--- config.mk ---
export PLATFORM = sky130hd
export DESIGN_NAME = sm83_alu_core
export DESIGN_NICKNAME = d
export VERILOG_FILES = /design/src/rtl/sm83_alu_core.sv
export SDC_FILE = /design/constraint.sdc
export NUM_CORES = 1
export LEC_CHECK = 0
export CAP_MARGIN = 20
export CORE_MARGIN = 4
export CORE_UTILIZATION = 35
export CTS_BUF_LIST = sky130_fd_sc_hd__clkbuf_4 sky130_fd_sc_hd__clkbuf_8
export DETAILED_ROUTE_END_ITERATION = 12
export PLACE_DENSITY = 0.63
export SKIP_CTS_REPAIR_TIMING = 1
export SLEW_MARGIN = 20
export SYNTH_ARGS = -nofsm -noshare
export SYNTH_HDL_FRONTEND = slang
export SYNTH_SLANG_ARGS = --single-unit
--- constraint.sdc ---
create_clock -name clk -period 4.2 [get_ports clk]
set_input_delay 0.84 -clock clk [delete_from_list [all_inputs] [get_ports clk]]
set_output_delay 0.84 -clock clk [all_outputs]
set_load 0.01 [all_outputs]
--- src/rtl/sm83_alu_core.sv ---
// sm83_alu_core: sequential nibble-serial ALU for the SM83 CPU.
// An 8-bit (WORD_SIZE) operation runs in two passes: low nibble, then high nibble.
// The low pass strobes hc_valid with the nibble carry/borrow on carry_to_flags.
// The high pass strobes done with the full result, carry, zero and sign.
//
// Ports:
//   clk, reset      clock (posedge), asynchronous active-high reset
//   start           begin an operation; only sampled in IDLE
//   op              0 ADD, 1 ADC, 2 SUB, 3 SBC, 4 AND, 5 XOR, 6 OR, 7 CP
//   a_in, b_in      operands
//   cin             carry flag in; only ADC/SBC use it
//   busy            state != IDLE
//   hc_valid        one-cycle strobe: carry_to_flags holds the nibble carry
//   done            one-cycle strobe: result and flags valid
//   result          registered result
//   carry_to_flags  nibble carry (hc_valid), full carry (done), else 0
//   zero_out        result == 0
//   sign_out        result MSB
//   writeback       high with done unless op is CP
module sm83_alu_core #(
   parameter int unsigned WORD_SIZE = 8
) (
   input  logic                 clk,
   input  logic                 reset,
   input  logic                 start,
   input  logic [2:0]           op,
   input  logic [WORD_SIZE-1:0] a_in,
   input  logic [WORD_SIZE-1:0] b_in,
   input  logic                 cin,
   output logic                 busy,
   output logic                 hc_valid,
   output logic                 done,
   output logic [WORD_SIZE-1:0] result,
   output logic                 carry_to_flags,
   output logic                 zero_out,
   output logic                 sign_out,
   output logic                 writeback
);

   localparam int unsigned NW = WORD_SIZE / 2;

   localparam logic [1:0] ST_IDLE = 2'd0;
   localparam logic [1:0] ST_LO   = 2'd1;
   localparam logic [1:0] ST_HI   = 2'd2;

   localparam logic [2:0] OP_ADC = 3'd1;
   localparam logic [2:0] OP_SUB = 3'd2;
   localparam logic [2:0] OP_SBC = 3'd3;
   localparam logic [2:0] OP_AND = 3'd4;
   localparam logic [2:0] OP_XOR = 3'd5;
   localparam logic [2:0] OP_OR  = 3'd6;
   localparam logic [2:0] OP_CP  = 3'd7;

   logic [1:0]           state;
   logic [WORD_SIZE-1:0] a_q, b_q;
   logic [2:0]           op_q;
   logic                 c_q;     // effective carry/borrow in
   logic                 nib_c;   // raw adder carry-out of the low pass

   logic          is_sub, is_arith, chain_in, co, rep;
   logic [NW-1:0] nib_a, nib_b, b_eff, logic_res, nib_res;
   logic [NW:0]   sum;

   always_comb begin
      is_sub   = (op_q == OP_SUB) || (op_q == OP_SBC) || (op_q == OP_CP);
      is_arith = !((op_q == OP_AND) || (op_q == OP_XOR) || (op_q == OP_OR));
      nib_a    = (state == ST_HI) ? a_q[WORD_SIZE-1:NW] : a_q[NW-1:0];
      nib_b    = (state == ST_HI) ? b_q[WORD_SIZE-1:NW] : b_q[NW-1:0];
      // Subtraction is a + ~b + ~borrow; the chain between nibbles carries the raw carry-out.
      b_eff    = is_sub ? ~nib_b : nib_b;
      chain_in = (state == ST_HI) ? nib_c : (is_sub ? ~c_q : c_q);
      sum      = {1'b0, nib_a} + {1'b0, b_eff} + {{NW{1'b0}}, chain_in};
      co       = sum[NW];
      // Borrow is reported as the inverted carry-out; logic ops report no carry.
      rep      = is_arith & (co ^ is_sub);
      case (op_q)
         OP_AND:  logic_res = nib_a & nib_b;
         OP_XOR:  logic_res = nib_a ^ nib_b;
         OP_OR:   logic_res = nib_a | nib_b;
         default: logic_res = '0;
      endcase
      nib_res = is_arith ? sum[NW-1:0] : logic_res;
   end

   assign busy = (state != ST_IDLE);

   always_ff @(posedge clk or posedge reset) begin
      if (reset) begin
         state          <= ST_IDLE;
         a_q            <= '0;
         b_q            <= '0;
         op_q           <= '0;
         c_q            <= 1'b0;
         nib_c          <= 1'b0;
         hc_valid       <= 1'b0;
         done           <= 1'b0;
         result         <= '0;
         carry_to_flags <= 1'b0;
         zero_out       <= 1'b0;
         sign_out       <= 1'b0;
         writeback      <= 1'b0;
      end else begin
         case (state)
            ST_IDLE: begin
               hc_valid       <= 1'b0;
               done           <= 1'b0;
               carry_to_flags <= 1'b0;
               writeback      <= 1'b0;
               if (start) begin
                  a_q   <= a_in;
                  b_q   <= b_in;
                  op_q  <= op;
                  c_q   <= ((op == OP_ADC) || (op == OP_SBC)) ? cin : 1'b0;
                  state <= ST_LO;
               end
            end
            ST_LO: begin
               result[NW-1:0] <= nib_res;
               nib_c          <= co;
               carry_to_flags <= rep;
               hc_valid       <= 1'b1;
               state          <= ST_HI;
            end
            ST_HI: begin
               result[WORD_SIZE-1:NW] <= nib_res;
               carry_to_flags         <= rep;
               zero_out               <= ({nib_res, result[NW-1:0]} == '0);
               sign_out               <= nib_res[NW-1];
               hc_valid               <= 1'b0;
               done                   <= 1'b1;
               writeback              <= (op_q != OP_CP);
               state                  <= ST_IDLE;
            end
            default: state <= ST_IDLE;
         endcase
      end
   end

endmodule

==> results of run 1 <==
==> area by class of cell <==
type                            instances  share of cell area
Multi-Input combinational cell        123               0.410
Clock buffer                            6              0.0291
Clock inverter                          2              0.0134
Timing Repair Buffer                   39               0.147
Tap cell                               72              0.0344
Sequential cell                        36               0.344
Inverter                               16              0.0229
==> power by group <==
group	switching [mW]	internal [mW]
combinational	0.755	0.741
sequential	0.134	0.518
clock	0.125	0.183
total	1.01	1.44
==> path summary, 6_finish.rpt <==
kind | slack [ns] | depth (start not counted) | from | end
setup / recovery | 1.11 | 12 | state[0]$_DFFE_PP0P_ | carry_to_flags$_DFFE_PP0P_
hold / removal | 0.48 | 1 | done$_DFFE_PP0N_ | done$_DFFE_PP0N_
setup reg to reg | 1.11 | 12 | state[0]$_DFFE_PP0P_ | carry_to_flags$_DFFE_PP0P_
hold reg to reg | 0.48 | 1 | done$_DFFE_PP0N_ | done$_DFFE_PP0N_
max in group asynchronous | 2.92 | 3 | reset | a_q[4]$_DFFE_PP0P_
min in group asynchronous | 0.96 | 3 | reset | result[3]$_DFFE_PP0N_
==> cell families (layout without fill, tap and decap cells) <==
logic type | count (synthesis) | after routing | synth area share
adder cells (fa/ha/maj) | 19 | 19 | 0.121
XOR/XNOR | 6 | 6 | 0.0251
buffers and inverters | 27 | 63 | 0.0573
multiplexers | 31 | 31 | 0.162
AND/OR/NAND/NOR | 39 | 39 | 0.100
AO/OA/AOI/OAI | 28 | 28 | 0.105
flip-flops | 36 | 36 | 0.430
==> metal layers <==
metal	vias to the layer above	routed length (um)	track usage
li1	702	-	-
met1	671	1930	0.157
met2	39	1850	0.184
met3	5	228	0.0359
met4	0	51	0.0432
met5	-	0	0
==> state kept, by name, summed over array words and instances (netlist names) <==
name	count
zero_out	1
c_q	1
nib_c	1
state	2
b_q	8
result	8
carry_to_flags	1
done	1
hc_valid	1
writeback	1
op_q	3
a_q	8
==> placed cells by master (no fill, tap or decap), types with 3 or more instances in the layout <==
master,count
nand2b_1,3
dfrtp_1,36
inv_1,16
xnor2_1,5
mux2_2,23
a21oi_1,8
o21ai_0,4
nor2_1,10
clkbuf_8,5
mux2i_1,8
nand2_1,11
clkdlybuf4s50_1,37
o31ai_1,3
ha_1,17
==> stage by stage <==
stage / setup WS, ns / instance area (um^2)
2_1_floorplan: 1.35 / 2100
3_3_place_gp: 1.23 / 2510
3_5_place_dp: 1.08 / 2510
4_1_cts: 1.07 / 2620
5_1_grt: 0.825 / 2620
6_report: 1.11 / 2620
==> flow_metrics.env, run 1 <==
export IMPL_antenna_found_initial=0
export IMPL_grt_pass1_wl_mm=6.86
export IMPL_drt_pass1_iter_count=4
export IMPL_core_um2=5640
export IMPL_ys_types=40
export IMPL_initial_core_util=0.371
export IMPL_synth_top_area_frac=0.430
export IMPL_clock_latency_ns=0.29
export IMPL_leakage_nw=1.16
export IMPL_critPathTopFamily="adder cells"
export IMPL_synth_area_leaders="dfrtp_1 (43%), mux2_2 (12%), ha_1 (10%)"
export IMPL_worstPathMaxFanout=7
export IMPL_htree_levels=2
export IMPL_fillers=532
export IMPL_post_route_period_util=0.735
export IMPL_cap_viol_max_count=0
export IMPL_postLayoutCoreUtil=0.465
export IMPL_initialDrtViolationCount=76
export IMPL_timing_fmax_mhz=324
export IMPL_slowest_delay_ns=0.43
export IMPL_peakVddDrop_mv=0.317
export IMPL_worstSetupEndpointType="flip-flop"
export IMPL_synth_warnings=0
export IMPL_path_clk_slew_ns=0.08
export IMPL_synth_area_um2=2100
export IMPL_synth_seq_area_share=0.430
export IMPL_wl_mm=4.06
export IMPL_syn_area_per_cell_um2=11.3
export IMPL_fp_row_count=27
export IMPL_first_global_vias=1413
export IMPL_regArea_um2=901
export IMPL_synth_most_common_cell="dfrtp_1"
export IMPL_multi_input_area_um2=1070
export IMPL_clkSinkCount=36
export IMPL_finalNonFillerCells=294
export IMPL_drc=0
export IMPL_worstMarginPinSlew_ns=0.881
export IMPL_hp_class="reg2reg"
export IMPL_power_mw=2.46
export IMPL_antenna_cells=0
export IMPL_worstPathArrival_ns=3.28
export IMPL_cts_root_buffer="clkbuf_8"
export IMPL_status="complete, no violations"
export IMPL_crit_type="reg2reg"
export IMPL_skew_ns=0.00796
export IMPL_avgViaCountPerCell=4.82
export IMPL_critPathRequiredTime_ns=4.39
export IMPL_synth_ff_type="dfrtp_1"
export IMPL_powerDensity_nw_per_um2=936
export IMPL_cts_buffer_depth=2
export IMPL_critical_path_cell_chain="inv_1 > ha_1 > mux2i_1 > inv_1 > xnor2_1 > fa_1 > inv_1 > fa_1 > nor2b_1 > o21ai_0 > a21oi_1 > o41ai_2"
export IMPL_dp_hpwl_mm=3.08
export IMPL_critPathBufInv=3
export IMPL_gp_congestion=0.828
export IMPL_fp_dieW_um=85.4
export IMPL_hold_viol=0
export IMPL_cts_tree="yes"
export IMPL_setup_violations=0
export IMPL_yosys_area_top_type="dfrtp_1"
export IMPL_num_io_pins=38
export IMPL_overflow=0
export IMPL_synthCells=186
export IMPL_synth_edf_count=0
export IMPL_grt_max_degree=37
export IMPL_vias=1417
export IMPL_drive_gt1_frac=0.189
export IMPL_grt_usage=0.119
export IMPL_avgRoutedWirePerCell_um=13.8
export IMPL_critPathSlowestCell="dfrtp_1"
export IMPL_fin_nets=263
export IMPL_start_kind="flip-flop"
export IMPL_die_area_um2=7290
export IMPL_drv_slew=0
export IMPL_synth_async_sr_flop_share=1.00
export IMPL_finalSetupTns_ns=0
export IMPL_dp_cells=286
export IMPL_finalCriticalPeriod_ns=3.09
export IMPL_max_slew_margin=0.412
export IMPL_synth_commonest_cells="dfrtp_1 (36), mux2_2 (23), ha_1 (17), inv_1 (16), nand2_1 (11)"
export IMPL_hold_worst_slack_ns=0.483
export IMPL_synth_seq_cells=36
export IMPL_synth_net_count=228
export IMPL_numPortBuffers=37
export IMPL_ant_nets=0
export IMPL_crit_top_cell="inv_1"
export IMPL_area_delta_synth_final_pct=25.1
export IMPL_die_y_um=85.4
export IMPL_grt_setup_unrepaired="false"
export IMPL_cts_buffers=5
No activity file was read; power rests on OpenSTA's default activity.
==> inputs of run 2 (changes only) <==
Settings changed: PLACE_DENSITY 0.63 to 0.65.
Clock period 4.2 ns to 2.6 ns, I/O delays scaled along.
==> run 2 against run 1 <==
  * Sequential power up 55%
  * Wire length rose by 4.5%
  * Power rose by 81%
  * Maximum frequency grew 19%
  * Count of clock-buffer cells in the layout increased by 2
  * Via count rose by 3.8%
  * Final area rose by 7.4%
  * First-iteration DRC count is 2.6% lower
  * Worst setup slack worse by 1.1 ns
  * Non-clock buffer count grew 15
  * Global-route usage decreased by 0.33 points
  * Critical path type unchanged
  * Highest routed layer unchanged
==> flow_metrics.env, run 2 (same netlist as run 1, synthesis figures left out) <==
export IMPL_grt_max_degree=37
export IMPL_gp_congestion=0.794
export IMPL_vias=1471
export IMPL_clkPwrFrac=0.094
export IMPL_final_cell_mix="clkdlybuf4s50_1 (37), dfrtp_1 (36), mux2_2 (23)"
export IMPL_setup_violations=0
export IMPL_crit_type="reg2reg"
export IMPL_skew_ns=0.00279
export IMPL_cts_root_buffer="clkbuf_8"
export IMPL_numPortBuffers=37
export IMPL_antenna_found_initial=0
export IMPL_area_delta_synth_final_pct=34.4
export IMPL_grt_pass1_wl_mm=6.84
export IMPL_crit_top_cell="inv_2"
export IMPL_post_route_period_util=0.995
export IMPL_overflow=0
export IMPL_final_common_cell="clkdlybuf4s50_1"
export IMPL_initialDrtViolationCount=74
export IMPL_core_um2=5640
export IMPL_antenna_cells=0
export IMPL_top_regs="a_q: 8 flops, b_q: 8 flops, result: 8 flops"
export IMPL_slowest_delay_ns=0.52
export IMPL_drv_slew=0
export IMPL_critical_path_cell_chain="inv_2 > ha_4 > mux2i_4 > inv_2 > xnor2_2 > fa_2 > inv_2 > fa_2 > nor2_2 > a21o_1 > o41ai_2"
export IMPL_combPwrFrac=0.680
export IMPL_clkSinkCount=36
export IMPL_drive_gt1_frac=0.321
export IMPL_path_clk_slew_ns=0.07
export IMPL_worstSetupEndpointType="flip-flop"
export IMPL_drc=0
export IMPL_cts_tree="yes"
export IMPL_dp_cells=299
export IMPL_critPathSlowestCell="fa_2"
export IMPL_timing_fmax_mhz=386
export IMPL_num_io_pins=38
export IMPL_peakVddDrop_mv=0.702
export IMPL_hp_class="reg2reg"
export IMPL_p_sw_frac=0.411
export IMPL_avgRoutedWirePerCell_um=13.7
export IMPL_clock_latency_ns=0.27
export IMPL_max_slew_margin=0.698
export IMPL_critPathRequiredTime_ns=2.77
export IMPL_power_switching_mw=1.83
export IMPL_p_int_mw=2.62
export IMPL_wl_mm=4.24
export IMPL_htree_levels=2
export IMPL_dp_hpwl_mm=3.19
export IMPL_finalCriticalPeriod_ns=2.59
export IMPL_leakage_nw=1.25
export IMPL_die_area_um2=7290
export IMPL_power_mw=4.46
export IMPL_die_y_um=85.4
export IMPL_status="complete, no violations"
export IMPL_critPathBufInv=3
export IMPL_initial_core_util=0.371
export IMPL_worstMarginPinSlew_ns=0.452
export IMPL_drt_pass1_iter_count=4
export IMPL_fp_dieW_um=85.4
export IMPL_fillers=522
export IMPL_first_global_vias=1493
export IMPL_finalSetupTns_ns=0
export IMPL_grt_setup_unrepaired="true"
export IMPL_fin_nets=278
export IMPL_fp_row_count=27
export IMPL_cap_viol_max_count=0
export IMPL_finalNonFillerCells=309
export IMPL_grt_usage=0.116
export IMPL_worstPathMaxFanout=3
export IMPL_cts_buffer_depth=2
export IMPL_hold_viol=0
export IMPL_ant_nets=0
export IMPL_cts_buffers=5
export IMPL_powerDensity_nw_per_um2=1580
export IMPL_start_kind="flip-flop"
export IMPL_worstPathArrival_ns=2.76
export IMPL_seqPwrFrac=0.227
export IMPL_avgViaCountPerCell=4.76
export IMPL_critPathTopFamily="adder cells"
## run 2: cell count changes in the layout (fill, tap and decap cells not counted), moves of 2 or more
cell	previous run	this run
o21ai_0	4	2
inv_1	16	12
xnor2_1	5	2
buf_4	2	16
inv_2	0	4
fa_1	2	0
mux2i_1	8	4
mux2i_2	0	3
xnor2_2	0	3
fa_2	0	2
## run 2: path summary, 6_finish.rpt
check	startpoint	to	slack (ns)	cells after the start
worst min register to register	carry_to_flags$_DFFE_PP0P_	carry_to_flags$_DFFE_PP0P_	0.48	2
min in group asynchronous	reset	a_q[6]$_DFFE_PP0P_	0.64	3
max in group asynchronous	reset	writeback$_DFFE_PP0N_	1.64	3
worst max-delay path	state[0]$_DFFE_PP0P_	zero_out$_DFFE_PP0P_	0.01	11
worst min-delay path	carry_to_flags$_DFFE_PP0P_	carry_to_flags$_DFFE_PP0P_	0.48	2
worst max register to register	state[0]$_DFFE_PP0P_	zero_out$_DFFE_PP0P_	0.01	11
## run 2: worst register-to-register path: stages, from the launching register on
cell	delay (ns)
dfrtp_1	0.39
inv_2	0.09
ha_4	0.18
mux2i_4	0.26
inv_2	0.07
xnor2_2	0.16
fa_2	0.24
inv_2	0.04
fa_2	0.52
nor2_2	0.05
a21o_1	0.17
o41ai_2	0.32
## run 2: cell type report
type	count	area (um^2)	share of cell area
clock buffer	8	97.6	0.0346
inverter	16	60.1	0.0213
multi-input combinational	123	1170	0.414
sequential	36	901	0.320
tap	72	90.1	0.0320
timing repair buffer	54	502	0.178
## run 2: routing by layer
layer	GRT usage	wire length, um
met1	0.149	1980
met2	0.193	1990
met3	0.0330	216
met4	0.0259	51
met5	0	0
## run 2: metrics by stage
| step | worst slack (ns) | utilization | area [um^2] | hold WS [ns] |
|---|---|---|---|---|
| 2_1_floorplan | 0.0322 | - | 2130 | 0.468 |
| 3_3_place_gp | 0.0102 | 0.465 | 2620 | 0.469 |
| 3_5_place_dp | -0.0759 | 0.465 | 2620 | 0.470 |
| 4_1_cts | -0.0975 | 0.482 | 2720 | 0.486 |
| 5_1_grt | -0.147 | 0.499 | 2820 | 0.523 |
| 6_report | 0.0124 | 0.499 | 2820 | 0.483 |
## run 2: power groups by stage
stage / Sequential (mW) / Clock (mW) / Combinational [mW]
floorplan: 1.01 / 0 / 1.91
global placement: 0.996 / 0 / 2.67
detailed placement: 1.00 / 0 / 2.73
CTS: 0.990 / 0.434 / 2.74
global route: 1.05 / 0.458 / 3.36
finish: 1.01 / 0.417 / 3.03
